$ cat config.mk
export PLATFORM = sky130hd
export DESIGN_NAME = decode_stage
export DESIGN_NICKNAME = d
export VERILOG_FILES = /design/src/rtl/decode_stage.sv
export SDC_FILE = /design/constraint.sdc
export NUM_CORES = 1
export LEC_CHECK = 0
export CORE_ASPECT_RATIO = 0.75
export CORE_MARGIN = 2
export CORE_UTILIZATION = 55
export DETAILED_ROUTE_END_ITERATION = 10
export GPL_TIMING_DRIVEN = 0
export PLACE_DENSITY = 0.81
export SYNTH_ARGS = -nofsm -noshare
export SYNTH_HDL_FRONTEND = slang
export SYNTH_SLANG_ARGS = --single-unit
$ cat constraint.sdc
create_clock -name clk -period 16 [get_ports clk]
set_input_delay 3.2 -clock clk [delete_from_list [all_inputs] [get_ports clk]]
set_output_delay 3.2 -clock clk [all_outputs]
set_load 0.005 [all_outputs]
$ cat src/rtl/decode_stage.sv
// decode_stage: buffered RV32I/RV64I decoder.
// Fetched instructions enter a small circular queue; the queue head is decoded
// combinationally and captured into a registered bundle for the execute stage.
module decode_stage #(
    parameter int XLEN    = 32,
    parameter int QDEPTH  = 4,
    parameter int ALUOP_W = 5
) (
    input  logic               clk,
    input  logic               rst_n,
    input  logic               flush,
    input  logic               instValid,
    input  logic [31:0]        inst,
    input  logic [XLEN-1:0]    instPc,
    output logic               instReady,
    output logic               decValid,
    input  logic               decReady,
    output logic [XLEN-1:0]    decPc,
    output logic [4:0]         readAddr1,
    output logic [4:0]         readAddr2,
    output logic [4:0]         writeAddr,
    output logic [6:0]         opcode,
    output logic [2:0]         func3,
    output logic [XLEN-1:0]    immValue,
    output logic [ALUOP_W-1:0] ALUop,
    output logic               aSelPc,
    output logic               jalCSL,
    output logic [2:0]         memSize,
    output logic [1:0]         dataCacheControl,
    output logic               regWriteEnable,
    output logic               illegal
);

    localparam int PTR_W = $clog2(QDEPTH);
    localparam int CNT_W = PTR_W + 1;
    localparam logic [CNT_W-1:0] FULL_COUNT = CNT_W'(QDEPTH);
    localparam logic IS64 = (XLEN == 64);

    localparam logic [ALUOP_W-1:0] ALU_NOP   = ALUOP_W'(0);
    localparam logic [ALUOP_W-1:0] ALU_ADD   = ALUOP_W'(1);
    localparam logic [ALUOP_W-1:0] ALU_SUB   = ALUOP_W'(2);
    localparam logic [ALUOP_W-1:0] ALU_SLL   = ALUOP_W'(3);
    localparam logic [ALUOP_W-1:0] ALU_SLT   = ALUOP_W'(4);
    localparam logic [ALUOP_W-1:0] ALU_SLTU  = ALUOP_W'(5);
    localparam logic [ALUOP_W-1:0] ALU_XOR   = ALUOP_W'(6);
    localparam logic [ALUOP_W-1:0] ALU_SRL   = ALUOP_W'(7);
    localparam logic [ALUOP_W-1:0] ALU_SRA   = ALUOP_W'(8);
    localparam logic [ALUOP_W-1:0] ALU_OR    = ALUOP_W'(9);
    localparam logic [ALUOP_W-1:0] ALU_AND   = ALUOP_W'(10);
    localparam logic [ALUOP_W-1:0] ALU_BEQ   = ALUOP_W'(11);
    localparam logic [ALUOP_W-1:0] ALU_BNE   = ALUOP_W'(12);
    localparam logic [ALUOP_W-1:0] ALU_BLT   = ALUOP_W'(13);
    localparam logic [ALUOP_W-1:0] ALU_BGE   = ALUOP_W'(14);
    localparam logic [ALUOP_W-1:0] ALU_BLTU  = ALUOP_W'(15);
    localparam logic [ALUOP_W-1:0] ALU_BGEU  = ALUOP_W'(16);
    localparam logic [ALUOP_W-1:0] ALU_PASSB = ALUOP_W'(17);

    localparam logic [6:0] OPC_LOAD   = 7'b0000011;
    localparam logic [6:0] OPC_OPIMM  = 7'b0010011;
    localparam logic [6:0] OPC_AUIPC  = 7'b0010111;
    localparam logic [6:0] OPC_STORE  = 7'b0100011;
    localparam logic [6:0] OPC_OP     = 7'b0110011;
    localparam logic [6:0] OPC_LUI    = 7'b0110111;
    localparam logic [6:0] OPC_BRANCH = 7'b1100011;
    localparam logic [6:0] OPC_JALR   = 7'b1100111;
    localparam logic [6:0] OPC_JAL    = 7'b1101111;

    // ALU operation for the register/immediate arithmetic group
    function automatic logic [ALUOP_W-1:0] arith_op(input logic [2:0] f3, input logic alt);
        case (f3)
            3'b000:  arith_op = alt ? ALU_SUB : ALU_ADD;
            3'b001:  arith_op = ALU_SLL;
            3'b010:  arith_op = ALU_SLT;
            3'b011:  arith_op = ALU_SLTU;
            3'b100:  arith_op = ALU_XOR;
            3'b101:  arith_op = alt ? ALU_SRA : ALU_SRL;
            3'b110:  arith_op = ALU_OR;
            default: arith_op = ALU_AND;
        endcase
    endfunction

    // ---------------- instruction queue ----------------
    logic [31:0]      q_inst [QDEPTH];
    logic [XLEN-1:0]  q_pc   [QDEPTH];
    logic [PTR_W-1:0] rd_ptr_reg, wr_ptr_reg;
    logic [CNT_W-1:0] count_reg, count_next;
    logic             inst_ready_reg;
    logic             dec_valid_reg;
    logic             do_push, do_pop;
    logic [31:0]      head_inst;
    logic [XLEN-1:0]  head_pc;

    assign do_push   = instValid && inst_ready_reg && !flush;
    assign do_pop    = (count_reg != '0) && (!dec_valid_reg || decReady) && !flush;
    assign head_inst = q_inst[rd_ptr_reg];
    assign head_pc   = q_pc[rd_ptr_reg];
    assign instReady = inst_ready_reg;

    // Occupancy after this cycle's push/pop (flush handled in the register)
    always_comb begin
        count_next = count_reg;
        if (do_push && !do_pop)
            count_next = count_reg + 1'b1;
        else if (!do_push && do_pop)
            count_next = count_reg - 1'b1;
    end

    // Queue storage: written at the tail, no reset needed
    always_ff @(posedge clk) begin
        if (do_push) begin
            q_inst[wr_ptr_reg] <= inst;
            q_pc[wr_ptr_reg]   <= instPc;
        end
    end

    // Queue pointers, occupancy and registered ready
    always_ff @(posedge clk) begin
        if (!rst_n) begin
            rd_ptr_reg     <= '0;
            wr_ptr_reg     <= '0;
            count_reg      <= '0;
            inst_ready_reg <= 1'b0;
        end else if (flush) begin
            rd_ptr_reg     <= '0;
            wr_ptr_reg     <= '0;
            count_reg      <= '0;
            inst_ready_reg <= 1'b1;
        end else begin
            if (do_push) wr_ptr_reg <= wr_ptr_reg + 1'b1;
            if (do_pop)  rd_ptr_reg <= rd_ptr_reg + 1'b1;
            count_reg      <= count_next;
            inst_ready_reg <= (count_next != FULL_COUNT);
        end
    end

    // ---------------- head decoder ----------------
    logic [6:0]         opc;
    logic [2:0]         f3;
    logic [6:0]         shift_hi;
    logic [31:0]        imm32;
    logic [ALUOP_W-1:0] alu_next;
    logic               a_sel_next, jal_next, rwe_next, bad_next;
    logic [2:0]         msize_next;
    logic [1:0]         dcc_next;
    logic [XLEN-1:0]    imm_next;

    // Classify the head instruction, build its immediate and controls
    always_comb begin
        opc        = head_inst[6:0];
        f3         = head_inst[14:12];
        imm32      = '0;
        alu_next   = ALU_NOP;
        a_sel_next = 1'b0;
        jal_next   = 1'b0;
        rwe_next   = 1'b0;
        bad_next   = (head_inst[1:0] != 2'b11);
        msize_next = 3'b000;
        dcc_next   = 2'b00;
        // Bits above shamt; on RV64 bit 25 belongs to the 6-bit shamt
        shift_hi   = head_inst[31:25];
        if (IS64) shift_hi[0] = 1'b0;
        case (opc)
            OPC_OPIMM: begin
                rwe_next = 1'b1;
                alu_next = arith_op(f3, head_inst[30] && (f3 == 3'b101));
                if (f3 == 3'b001 || f3 == 3'b101) begin
                    imm32 = {26'b0, head_inst[25] & IS64, head_inst[24:20]};
                    // SRAI may set bit 30; nothing else above shamt
                    if (f3 == 3'b001 && shift_hi != 7'b0) bad_next = 1'b1;
                    if (f3 == 3'b101 && (shift_hi & 7'b1011111) != 7'b0) bad_next = 1'b1;
                end else begin
                    imm32 = {{20{head_inst[31]}}, head_inst[31:20]};
                end
            end
            OPC_OP: begin
                rwe_next = 1'b1;
                if (head_inst[31:25] == 7'b0000000)
                    alu_next = arith_op(f3, 1'b0);
                else if (head_inst[31:25] == 7'b0100000 && (f3 == 3'b000 || f3 == 3'b101))
                    alu_next = arith_op(f3, 1'b1);
                else
                    bad_next = 1'b1;
            end
            OPC_LOAD: begin
                imm32      = {{20{head_inst[31]}}, head_inst[31:20]};
                alu_next   = ALU_ADD;
                dcc_next   = 2'b01;
                rwe_next   = 1'b1;
                msize_next = f3;
                if (f3 == 3'b111 || (!IS64 && (f3 == 3'b011 || f3 == 3'b110))) bad_next = 1'b1;
            end
            OPC_STORE: begin
                imm32      = {{20{head_inst[31]}}, head_inst[31:25], head_inst[11:7]};
                alu_next   = ALU_ADD;
                dcc_next   = 2'b10;
                msize_next = f3;
                if (f3 > 3'b010) bad_next = 1'b1;
            end
            OPC_BRANCH: begin
                imm32 = {{19{head_inst[31]}}, head_inst[31], head_inst[7],
                         head_inst[30:25], head_inst[11:8], 1'b0};
                case (f3)
                    3'b000:  alu_next = ALU_BEQ;
                    3'b001:  alu_next = ALU_BNE;
                    3'b100:  alu_next = ALU_BLT;
                    3'b101:  alu_next = ALU_BGE;
                    3'b110:  alu_next = ALU_BLTU;
                    3'b111:  alu_next = ALU_BGEU;
                    default: bad_next = 1'b1;
                endcase
            end
            OPC_LUI: begin
                imm32    = {head_inst[31:12], 12'b0};
                alu_next = ALU_PASSB;
                rwe_next = 1'b1;
            end
            OPC_AUIPC: begin
                imm32      = {head_inst[31:12], 12'b0};
                alu_next   = ALU_ADD;
                a_sel_next = 1'b1;
                rwe_next   = 1'b1;
            end
            OPC_JAL: begin
                imm32 = {{11{head_inst[31]}}, head_inst[31], head_inst[19:12],
                         head_inst[20], head_inst[30:21], 1'b0};
                alu_next   = ALU_ADD;
                jal_next   = 1'b1;
                a_sel_next = 1'b1;
                rwe_next   = 1'b1;
            end
            OPC_JALR: begin
                imm32      = {{20{head_inst[31]}}, head_inst[31:20]};
                alu_next   = ALU_ADD;
                jal_next   = 1'b1;
                a_sel_next = 1'b1;
                rwe_next   = 1'b1;
                if (f3 != 3'b000) bad_next = 1'b1;
            end
            default: bad_next = 1'b1;
        endcase
        // Illegal encodings travel down the pipe with all side effects suppressed
        if (bad_next) begin
            alu_next   = ALU_NOP;
            rwe_next   = 1'b0;
            dcc_next   = 2'b00;
            jal_next   = 1'b0;
            a_sel_next = 1'b0;
        end
        imm_next = XLEN'($signed(imm32));
    end

    // ---------------- output bundle ----------------
    logic [XLEN-1:0]    dec_pc_reg, imm_reg;
    logic [4:0]         ra1_reg, ra2_reg, wa_reg;
    logic [6:0]         opcode_reg;
    logic [2:0]         func3_reg, msize_reg;
    logic [ALUOP_W-1:0] alu_reg;
    logic               a_sel_reg, jal_reg, rwe_reg, illegal_reg;
    logic [1:0]         dcc_reg;

    // Capture the decoded head; hold it while execute stalls
    always_ff @(posedge clk) begin
        if (!rst_n) begin
            dec_valid_reg <= 1'b0;
            dec_pc_reg    <= '0;
            ra1_reg       <= '0;
            ra2_reg       <= '0;
            wa_reg        <= '0;
            opcode_reg    <= '0;
            func3_reg     <= '0;
            imm_reg       <= '0;
            alu_reg       <= '0;
            a_sel_reg     <= 1'b0;
            jal_reg       <= 1'b0;
            msize_reg     <= '0;
            dcc_reg       <= '0;
            rwe_reg       <= 1'b0;
            illegal_reg   <= 1'b0;
        end else if (flush) begin
            dec_valid_reg <= 1'b0;
        end else if (do_pop) begin
            dec_valid_reg <= 1'b1;
            dec_pc_reg    <= head_pc;
            ra1_reg       <= head_inst[19:15];
            ra2_reg       <= head_inst[24:20];
            wa_reg        <= head_inst[11:7];
            opcode_reg    <= opc;
            func3_reg     <= f3;
            imm_reg       <= imm_next;
            alu_reg       <= alu_next;
            a_sel_reg     <= a_sel_next;
            jal_reg       <= jal_next;
            msize_reg     <= msize_next;
            dcc_reg       <= dcc_next;
            rwe_reg       <= rwe_next;
            illegal_reg   <= bad_next;
        end else if (decReady) begin
            // Consumed with nothing queued behind it
            dec_valid_reg <= 1'b0;
        end
    end

    assign decValid         = dec_valid_reg;
    assign decPc            = dec_pc_reg;
    assign readAddr1        = ra1_reg;
    assign readAddr2        = ra2_reg;
    assign writeAddr        = wa_reg;
    assign opcode           = opcode_reg;
    assign func3            = func3_reg;
    assign immValue         = imm_reg;
    assign ALUop            = alu_reg;
    assign aSelPc           = a_sel_reg;
    assign jalCSL           = jal_reg;
    assign memSize          = msize_reg;
    assign dataCacheControl = dcc_reg;
    assign regWriteEnable   = rwe_reg;
    assign illegal          = illegal_reg;

endmodule

==> impl_metrics.py, run 1 <==
metrics = {
    "run_status": {
        "status": "finished, final reports clean",
    },
    "synth": {
        "syn_nets": 1014,
        "async_flop_share_pct": 0,
        "synth_edf_count": 256,
        "synth_area_um2": 14100,
        "synth_top_area_cell": "edfxtp_1",
        "syn_area_per_cell_um2": 15.0,
        "synth_seq_cells": 370,
        "yosys-top-cells-count": "edfxtp_1 (256), nand2_1 (154), dfxtp_1 (114), a21oi_1 (85), mux4_2 (64)",
        "synthDistinctLibCells": 60,
        "syn_inst": 938,
        "yosysSeqAreaShare_pct": 70.9,
        "synthTopCellsByArea": "edfxtp_1 (55%), dfxtp_1 (16%), mux4_2 (10%)",
        "netlist.area_leader.share_pct": 54.7,
        "yosys_warnings": 0,
        "yosysMostFrequentCell": "edfxtp_1",
        "synth_ff_type": "edfxtp_1",
    },
    "placement": {
        "placement.io_buffers": 172,
        "place_area_um2": 16500,
        "finalWeightedCongestion": 0.902,
        "dp_cells": 1476,
        "dp_hpwl_um": 23700,
    },
    "grt": {
        "gr-usage-all-layers_pct": 25.5,
        "grt_max_degree": 15,
        "grt_pass1_vias": 9094,
        "antenna_found_initial": 1,
        "grt_pass1_wl_um": 52100,
        "gr-total-overflow": 0,
    },
    "setup_path": {
        "cpMaxStageDelayCell": "nor3_1",
        "cpPeakStageDelay_ps": 940,
        "critPathLaunchType": "input pin",
        "end_kind": "register",
        "crit_chain": "clkdlybuf4s50_1 > nor3_1 > clkbuf_1 > clkbuf_1 > nand2_1 > a21oi_1",
        "crit_type": "input pin to register",
        "path_common_cell": "clkbuf_1",
        "critPathMaxFanout": 10,
        "worstPathArrival_ps": 6210,
        "required_ps": 16440,
    },
    "timing": {
        "setup_total_negative_slack_ps": 0,
        "final.period_utilization_pct": 36.1,
        "hold_viol_final": 0,
        "fmax_ghz": 0.173,
        "rsz0062_at_grt": "no",
        "drv_slew": 0,
        "tightest_slew_ps": 1090,
        "final.setup_skew_ps": 9.33,
        "setup_viol": 0,
        "slew_headroom_pct": 26.7,
        "period_minus_slack_ps": 5770,
    },
    "clock_tree": {
        "numCtsBuffers": 35,
        "cts_tree": "built",
        "post_cts_buffers": 0,
        "hold_buffers": 0,
        "htree_levels": 2,
        "root_buffer": "clkbuf_16",
        "clockBufferDepth": 3,
        "cts-resized-gates": 0,
        "clk_latency_ps": 520,
        "clk_pin_slew_ps": 60,
        "clock-sinks": 370,
    },
    "final_layout": {
        "drive_above_1_share_pct": 13.4,
        "final_util_pct": 70.3,
        "stdcell_count": 1538,
        "nNetsFinal": 1251,
        "largest_registers": "q_inst x128, q_pc x128",
        "syn2layout_area_growth_pct": 25.2,
        "stdcell_area_um2": 17600,
        "fillerInstances": 1674,
        "diodes": 0,
    },
    "floorplan": {
        "rows": 50,
        "design.die.area_um2": 26900,
        "start_util_pct": 56.2,
        "io_pins": 174,
        "core_um2": 25000,
        "die_height_um": 142,
        "die_x_um": 189,
    },
    "drt": {
        "met3_length_um": 2770,
        "postRouteWirelength_um": 33400,
        "drtIter0Drc": 770,
        "drt-wirelength-per-cell_um": 21.7,
        "wl_met2_um": 16000,
        "postRouteAntennaNets": 0,
        "drc_errors": 0,
        "dr.max_layer_used": "met4",
        "met1_length_um": 13900,
        "vias_per_cell": 5.86,
        "dr.pass1.iters": 8,
        "vias": 9011,
    },
    "pwr": {
        "irDropWorstVdd_uv": 85.6,
        "power_w": 0.00206,
        "power_density_nw_per_um2": 117,
        "p_leak_nw": 5.66,
    },
    "hold_path": {
        "hp-class": "register to register",
    },
    "job": {
        "maxCapViolations": 0,
    },
}
## critical path: cells and delay by family
family / cells / cell delay (ps)
buffers and inverters: 3 / 1690
AO/OA/AOI/OAI: 1 / 190
AND/OR/NAND/NOR: 2 / 1120
## cells in the final DEF (no fill, tap or decap), drive strengths merged, types with 4 or more instances in the layout
cell type      Yosys  final
edfxtp           256    256
clkdlybuf4s50      0    172
nand2            154    154
dfxtp            114    114
clkbuf            41     91
a21oi             86     86
mux4              64     64
buf               17     45
o21ai             34     34
nor2              29     29
a22o              14     14
inv               13     14
nor3              11     11
clkinv             1     11
nor2b              9      9
nand3              9      9
ha                 7      7
nor3b              7      7
xnor2              6      6
a221oi             6      6
a211oi             4      4
o31ai              4      4
## path summary, 6_finish.rpt
check,start,slack (ps),end,cells past startpoint
worst max-delay path,flush,10230,decPc[20]$_SDFFE_PN0P_,6
worst min-delay path,writeAddr[0]$_SDFFE_PN0P_,460,writeAddr[0]$_SDFFE_PN0P_,2
worst max register to register,register,12370,ALUop[0]$_SDFFE_PN0P_,8
worst min register to register,writeAddr[0]$_SDFFE_PN0P_,460,writeAddr[0]$_SDFFE_PN0P_,2
## area by class of cell
| class | instances | area [um2] | area share (%) |
|---|---|---|---|
| plain buffers | 58 | 245 | 1.39 |
| clock buffers | 50 | 983 | 5.59 |
| clock inverters | 12 | 71.3 | 0.405 |
| inverters | 14 | 52.6 | 0.299 |
| multi-input cells | 496 | 3810 | 21.7 |
| flip-flops and latches | 370 | 9970 | 56.7 |
| well taps | 338 | 423 | 2.40 |
| repair buffers | 200 | 2040 | 11.6 |
## cell families after synthesis
| logic type | Yosys count | synth area share (%) |
|---|---|---|
| muxes | 66 | 10.4 |
| adders and majority gates | 7 | 0.623 |
| buffers and inverters | 72 | 2.12 |
| DFF | 370 | 70.9 |
| and+or+nand+nor | 241 | 7.54 |
| AOI/OAI and AO/OA | 174 | 7.90 |
| xor gates and xnor gates | 8 | 0.498 |
## power by group
group          internal [W]  switching, W
Sequential          0.00105     0.0000159
Clock              0.000430      0.000340
Combinational      0.000104      0.000127
## per-stage QoR
step                      worst slack (ps)  hold WS (ps)
final                                10230           458
after global routing                 10030           478
after CTS                            10290           455
after detailed placement              9720           446
after global placement                2990           442
after floorplan                       7190           448
## per-layer routing
layer | track usage (%) | vias up
li1 | - | 4033
met5 | 0 | -
met3 | 4.59 | 55
met1 | 35.5 | 4484
met4 | 6.09 | 0
met2 | 42.2 | 439
Note: power is estimated with default switching activity, not from simulation.
==> run 2, diff against run 1 <==
CORE_UTILIZATION = 50   (was 55)
PLACE_DENSITY = 0.78   (was 0.81)
clock period = 5.3 ns   (was 16 ns; I/O delays follow)
==> impl_metrics.py, run 2 (same netlist as run 1, synthesis figures left out) <==
metrics = {
    "drt": {
        "postRouteAntennaNets": 0,
        "vias": 8889,
        "drt-wirelength-per-cell_um": 21.5,
        "postRouteWirelength_um": 33600,
        "drtIter0Drc": 677,
        "dr.pass1.iters": 5,
        "vias_per_cell": 5.70,
        "drc_errors": 0,
    },
    "grt": {
        "gr-usage-all-layers_pct": 23.2,
        "grt_pass1_vias": 8972,
        "gr-total-overflow": 0,
        "antenna_found_initial": 1,
        "grt_max_degree": 16,
        "grt_pass1_wl_um": 51500,
    },
    "setup_path": {
        "worstPathArrival_ps": 4000,
        "crit_family": "buffers and inverters",
        "crit_type": "input pin to register",
        "path_common_cell": "clkbuf_1",
        "crit_chain": "clkdlybuf4s50_1 > nor3_1 > clkbuf_1 > clkbuf_1 > nand2_1 > a21oi_1",
        "cpMaxStageDelayCell": "nor3_1",
        "end_kind": "register",
        "required_ps": 5730,
        "cpPeakStageDelay_ps": 920,
        "critPathLaunchType": "input pin",
        "critPathMaxFanout": 10,
        "crit_buf_inv": 3,
    },
    "final_layout": {
        "stdcell_area_um2": 17700,
        "regArea_um2": 9970,
        "drive_above_1_share_pct": 13.8,
        "diodes": 0,
        "fillerInstances": 2080,
        "final_common_cell": "edfxtp_1",
        "final_cell_mix": "edfxtp_1 (256), clkdlybuf4s50_1 (172), nand2_1 (154), dfxtp_1 (114), a21oi_1 (85)",
        "nNetsFinal": 1251,
        "syn2layout_area_growth_pct": 26.0,
        "largest_registers": "q_inst x128, q_pc x128",
        "multi_input_area_um2": 3810,
    },
    "placement": {
        "finalWeightedCongestion": 0.919,
        "dp_hpwl_um": 23900,
        "place_area_um2": 16600,
        "placement.io_buffers": 172,
    },
    "floorplan": {
        "die_height_um": 149,
        "io_pins": 174,
        "core_um2": 27900,
        "start_util_pct": 50.5,
        "die_x_um": 198,
        "rows": 53,
        "design.die.area_um2": 29500,
    },
    "timing": {
        "hold_viol_final": 0,
        "final.period_utilization_pct": 67.4,
        "setup_total_negative_slack_ps": 0,
        "tightest_slew_ps": 1050,
        "period_minus_slack_ps": 3570,
        "holdWs_ps": 452,
        "final.setup_skew_ps": 28.3,
        "rsz0062_at_grt": "no",
        "drv_slew": 0,
        "setup_viol": 0,
        "slew_headroom_pct": 29.5,
        "fmax_ghz": 0.280,
    },
    "clock_tree": {
        "htree_levels": 2,
        "root_buffer": "clkbuf_16",
        "cts_tree": "built",
        "post_cts_buffers": 0,
        "clk_pin_slew_ps": 60,
        "clock-sinks": 370,
        "clockBufferDepth": 3,
        "clk_latency_ps": 530,
        "cts-resized-gates": 0,
        "numCtsBuffers": 36,
        "hold_buffers": 0,
    },
    "job": {
        "maxCapViolations": 0,
    },
    "pwr": {
        "irDropWorstVdd_uv": 233,
        "p_leak_nw": 5.70,
        "power_w": 0.00639,
        "power_density_nw_per_um2": 361,
    },
    "hold_path": {
        "hp-class": "register to register",
    },
    "run_status": {
        "status": "finished, final reports clean",
    },
}
-- run 2: worst register-to-register path, cell delays in order (launching register included) --
cell and delay (ps):
dfxtp_1 450, buf_2 310, clkbuf_1 690, mux4_2 460, nor4_1 230, nand2_1 240
o21ai_0 380, o2111ai_4 310, a2111oi_4 390
-- run 2: layer usage --
layer  vias up  share of wire, %  GRT usage, %
met1      4393                41          31.7
met4         2               2.0          6.17
met3        54               8.8          5.02
li1       4033                 -             -
met2       407                48          38.2
met5         -             0.036             0
-- run 2: final timing paths --
kind / start / endpoint / slack (ps) / cells after the start
min: memSize[2]$_SDFFE_PN0P_ / memSize[2]$_SDFFE_PN0P_ / 450 / 2
min reg2reg: memSize[2]$_SDFFE_PN0P_ / memSize[2]$_SDFFE_PN0P_ / 450 / 2
max reg2reg: register / ALUop[0]$_SDFFE_PN0P_ / 1770 / 8
max: flush / decPc[30]$_SDFFE_PN0P_ / 1730 / 6
-- run 2: stage by stage --
stage	setup WS [ps]	util [%]	cells
global placement	-5860	58.3	1467
detailed placement	1130	59.5	1494
finish	1730	63.6	1560
global route	1400	63.6	1560
CTS	1650	63.6	1560
floorplan	-1370	-	938
-- run 2: where the power goes --
group	leakage (nW)	internal, W	switching, W
logic	1.91	0.000314	0.000385
clock network	0.556	0.00143	0.00104
registers	3.23	0.00316	0.0000482
-- run 2: cell type report --
cell class | count | area share (%)
multi-input cells | 496 | 21.5
inverters | 14 | 0.297
plain buffers | 58 | 1.38
clock inverters | 14 | 0.735
well taps | 357 | 2.52
repair buffers | 199 | 11.5
clock buffers | 52 | 5.72
flip-flops and latches | 370 | 56.3
